[src/rtl/regfile_ctrl_pkg.sv]
// Shared types and default widths for the register-file write-port controller.
package regfile_ctrl_pkg;

  localparam int DEF_DATA_W = 32;
  localparam int DEF_ADDR_W = 5;

  typedef enum logic {
    CLEAR = 1'b0,
    ARB   = 1'b1
  } state_e;

  typedef struct packed {
    logic [DEF_ADDR_W-1:0] addr;
    logic [DEF_DATA_W-1:0] data;
  } wr_req_t;

endpackage

[src/rtl/regfile_wr_arbiter.sv]
// Shares the register file write port between core writeback and a debug port,
// and zero-initialises x1..x(N-1) after reset or on clear_req.
module regfile_wr_arbiter
  import regfile_ctrl_pkg::*;
#(
  parameter int DATA_W       = DEF_DATA_W,
  parameter int ADDR_W       = DEF_ADDR_W,
  parameter int STARVE_LIMIT = 3
) (
  input  logic              clk,
  input  logic              reset_n,
  input  logic              core_valid,
  output logic              core_ready,
  input  logic [ADDR_W-1:0] core_addr,
  input  logic [DATA_W-1:0] core_data,
  input  logic              dbg_valid,
  output logic              dbg_ready,
  input  logic [ADDR_W-1:0] dbg_addr,
  input  logic [DATA_W-1:0] dbg_data,
  input  logic              clear_req,
  output logic              busy,
  output logic              rf_we,
  output logic [ADDR_W-1:0] rf_waddr,
  output logic [DATA_W-1:0] rf_wdata
);

  localparam int                  STARVE_W   = (STARVE_LIMIT > 0) ? $clog2(STARVE_LIMIT + 1) : 1;
  localparam logic [STARVE_W-1:0] STARVE_MAX = STARVE_W'(STARVE_LIMIT);
  localparam logic [ADDR_W-1:0]   FIRST_ADDR = ADDR_W'(1);
  localparam logic [ADDR_W-1:0]   LAST_ADDR  = '1;

  state_e              state_q,    state_d;
  logic [ADDR_W-1:0]   clr_cnt_q,  clr_cnt_d;
  logic [STARVE_W-1:0] starve_q,   starve_d;
  logic                rf_we_q,    rf_we_d;
  logic [ADDR_W-1:0]   rf_waddr_q, rf_waddr_d;
  logic [DATA_W-1:0]   rf_wdata_q, rf_wdata_d;
  logic                force_dbg;

  assign force_dbg = (starve_q == STARVE_MAX);

  // NOTE: every signal gets a default at the top of the block so no path leaves
  // one unassigned; that is what keeps this combinational block latch-free.
  always_comb begin
    state_d    = state_q;
    clr_cnt_d  = clr_cnt_q;
    starve_d   = starve_q;
    rf_we_d    = 1'b0;
    rf_waddr_d = rf_waddr_q;
    rf_wdata_d = rf_wdata_q;
    core_ready = 1'b0;
    dbg_ready  = 1'b0;

    unique case (state_q)
      CLEAR: begin
        rf_we_d    = 1'b1;
        rf_waddr_d = clr_cnt_q;
        rf_wdata_d = '0;
        starve_d   = '0;
        if (clear_req) begin
          clr_cnt_d = FIRST_ADDR;
        end else if (clr_cnt_q == LAST_ADDR) begin
          state_d = ARB;
        end else begin
          clr_cnt_d = clr_cnt_q + FIRST_ADDR;
        end
      end

      ARB: begin
        if (clear_req) begin
          state_d   = CLEAR;
          clr_cnt_d = FIRST_ADDR;
          starve_d  = '0;
        end else begin
          core_ready = !force_dbg;
          dbg_ready  = force_dbg || !core_valid;
          // The ready terms are mutually exclusive whenever core_valid is high.
          if (core_valid && core_ready) begin
            rf_we_d    = (core_addr != '0);
            rf_waddr_d = core_addr;
            rf_wdata_d = core_data;
          end else if (dbg_valid && dbg_ready) begin
            rf_we_d    = (dbg_addr != '0);
            rf_waddr_d = dbg_addr;
            rf_wdata_d = dbg_data;
          end
          if (dbg_valid && !dbg_ready) begin
            starve_d = force_dbg ? starve_q : starve_q + STARVE_W'(1);
          end else begin
            starve_d = '0;
          end
        end
      end
    endcase
  end

  // NOTE: sequential state uses non-blocking assignments so every register
  // samples the pre-edge values, independent of statement order.
  always_ff @(posedge clk or negedge reset_n) begin
    if (!reset_n) begin
      state_q    <= CLEAR;
      clr_cnt_q  <= FIRST_ADDR;
      starve_q   <= '0;
      rf_we_q    <= 1'b0;
      rf_waddr_q <= '0;
      rf_wdata_q <= '0;
    end else begin
      state_q    <= state_d;
      clr_cnt_q  <= clr_cnt_d;
      starve_q   <= starve_d;
      rf_we_q    <= rf_we_d;
      rf_waddr_q <= rf_waddr_d;
      rf_wdata_q <= rf_wdata_d;
    end
  end

  assign busy     = (state_q == CLEAR);
  assign rf_we    = rf_we_q;
  assign rf_waddr = rf_waddr_q;
  assign rf_wdata = rf_wdata_q;

endmodule
[config.mk]
export PLATFORM = sky130hd
export DESIGN_NAME = regfile_wr_arbiter
export DESIGN_NICKNAME = d
export VERILOG_FILES = /design/src/rtl/regfile_ctrl_pkg.sv /design/src/rtl/regfile_wr_arbiter.sv
export SDC_FILE = /design/constraint.sdc
export NUM_CORES = 1
export LEC_CHECK = 0
export BUFFER_PORTS_ARGS = -buffer_cell sky130_fd_sc_hd__buf_2
export CORE_AREA = 5 5 87 89
export DETAILED_ROUTE_END_ITERATION = 8
export DIE_AREA = 0 0 92 94
export PLACE_DENSITY = 0.74
export SKIP_CTS_REPAIR_TIMING = 1
export SYNTH_ARGS = -nofsm -noshare
export SYNTH_HDL_FRONTEND = slang
export SYNTH_SLANG_ARGS = --single-unit
[constraint.sdc]
create_clock -name clk -period 1.7 [get_ports clk]
set_input_delay 0.085 -clock clk [delete_from_list [all_inputs] [get_ports clk]]
set_output_delay 0.085 -clock clk [all_outputs]
set_load 0.01 [all_outputs]
==> flow_metrics.tcl <==
set metrics [dict create \
    finClkSkew_ns 0.00417 \
    synth_xor_area_share_pct 0.635 \
    io_buffers 119 \
    syn_to_final_growth_pct 28.7 \
    n_antenna_cell 0 \
    drc_errors 0 \
    rsz0062_at_grt "no" \
    vias 2604 \
    criticalPathCategory "flop to flop" \
    clock_latency_ns 0.29 \
    initial_utilization_pct 41.3 \
    routed_wl_mm 7.48 \
    avgSynthCellArea_um2 10.1 \
    ir_worst_vdd_v 0.000377 \
    synth_top_family_by_area "compound AO/OA/AOI/OAI gates" \
    cp_max_fo 4 \
    relSlewSlack_pct 65.2 \
    crit_path_end_kind "flop" \
    syn_nets 356 \
    num-nets-final 471 \
    cts_buffers 5 \
    cts.sinks 46 \
    p_leak_nw 1.87 \
    hpwl_mm 5.51 \
    cts_tree "yes" \
    fin_util_pct 53.1 \
    setup_tns_ns 0 \
    grt_use_total_pct 17.1 \
    cp.arrival_ns 1.88 \
    h-tree-depth 2 \
    synthArstFlopShare_pct 100 \
    fmax_mhz 607 \
    yosys.area_share.simple_pct 14.4 \
    setup.worst_path.start_class "flop" \
    antenna_found_initial 0 \
    dr.pass1.iters 4 \
    die_h_um 94 \
    ant_nets 0 \
    power.density_nw_per_um2 603 \
    synth_area_um2 2760 \
    synthFlopType "dfrtp_1" \
    status "completed" \
    core-area_um2 6680 \
    critPathRequiredTime_ns 1.93 \
    slew_violations 0 \
    rows 30 \
    routabilityCongestion 0.871 \
    final_common_cell "buf_2" \
    syn_inst 273 \
    fin_crit_sh_pct 97.0 \
    wire_per_inst_um 16.0 \
    clk_pin_slew_worst_paths_ns 0.08 \
    hp-class "input port to flop" \
    layout_common_cells "buf_2, dfrtp_1, mux2i_1, a21oi_1" \
    worstMarginPinSlew_ns 0.522 \
    drtIter0Drc 158 \
    setup_viol 0 \
    synthMuxAreaShare_pct 13.4 \
    cts_max_path_buffers 2 \
    die-area_um2 8650 \
    grt_max_degree 32 \
    ys_seq_area_share_pct 41.8 \
    synthAdderAreaFrac_pct 1.81 \
    die_w_um 92 \
    drive_above_1_share_pct 38.7 \
    n_fill_cell 613 \
    synth_edf_count 0 \
    ys_warn_count 0 \
    ys_ff_latch 46 \
    grt_pass1_vias 2643 \
    grt_overflow 0 \
    drv_cap 0 \
    place_area_um2 3450 \
    fin_area_um2 3550 \
    synth_compound_area_share_pct 21.5 \
    finalHoldViolCount 0 \
    ioPinCount 120 \
    fin_crit_ns 1.65 \
    multi_input_area_um2 1450 \
    grt_pass1_wl_mm 12.1 \
    viasPerCell 5.56 \
    synth_cell_type_count 33 \
    cts_root_buffer "clkbuf_8" \
    ff_latch_area_um2 1150 \
]
## area by class of cell
type                       count  area share (%)
tap                           80            2.82
multi-input combinational    196            40.9
clock buffer                   7            2.15
inverter                       4           0.423
sequential                    46            32.5
timing repair buffer         135            21.3
## critical path: stages, from the launching register on
cell	delay (ns)
dfrtp_1	0.42
ha_2	0.19
and3_1	0.18
ha_1	0.19
or4_4	0.48
a21oi_2	0.14
## stage by stage
step | total power [mW] | hold WS [ns] | setup WS [ns] | cells
global placement | 1.51 | 0.0847 | 0.107 | 460
CTS | 2.16 | -0.231 | 0.0469 | 467
detailed placement | 1.53 | 0.0896 | 0.0619 | 460
finish | 2.14 | 0.0893 | 0.0515 | 468
floorplan | 1.35 | -0.211 | 0.0805 | 273
global route | 2.26 | 0.0820 | 0.000385 | 468
## where the power goes
group	internal (mW)	leakage [nW]	switching, mW
Clock	0.284	0.0383	0.352
Combinational	0.181	1.21	0.194
Sequential	1.11	0.627	0.0181
## metal layers
metal,routed length [um],track usage (%),vias to the layer above
li1,-,-,1248
met1,3190,21.0,1254
met2,3620,28.8,92
met3,577,5.37,10
met4,89,5.20,0
met5,0,0,-
## registers in the layout, indices dropped and copies added, names as in the netlist
| name | flops |
|---|---|
| rf_we | 1 |
| rf_waddr | 5 |
| starve_q | 2 |
| rf_wdata | 32 |
| clr_cnt_q | 5 |
| state_q | 1 |
## Yosys cell counts (4+ instances only)
library cell   n  area, um2
a21oi_1       35        175
buf_2          7       35.0
buf_4          5       37.5
buf_6          4       45.0
clkbuf_1       9       33.8
dfrtp_1       45       1130
ha_1           4       50.1
mux2i_1       37        370
nand2_1        8       30.0
nand2b_1      32        200
nand3_1        6       30.0
nor2_1         6       22.5
o21ai_0        7       35.0
o311a_1        5       50.1
o311ai_0      31        272
or2b_1         8       60.1
## cells by family (layout without fill, tap and decap cells)
group	after synthesis	count (layout)
flops	46	46
fa+ha+maj	4	4
buf+inv	31	146
simple gates	68	68
mux	37	37
compound gates	85	85
xor+xnor	2	2
## worst paths after layout
| kind | start | depth (start not counted) | slack, ns | end |
|---|---|---|---|---|
| min reg2reg | starve_q[0] | 1 | 0.49 | starve_q[0] |
| max in group asynchronous | reset_n | 3 | 0.80 | clr_cnt_q[0] |
| max reg2reg | clr_cnt_q[1] | 5 | 0.05 | clr_cnt_q[3] |
| min | core_data[12] | 3 | 0.09 | rf_wdata[12] |
| max | clr_cnt_q[1] | 5 | 0.05 | clr_cnt_q[3] |
| min in group asynchronous | reset_n | 2 | 0.31 | rf_wdata[14] |
Power figures use the tool's default switching activity.
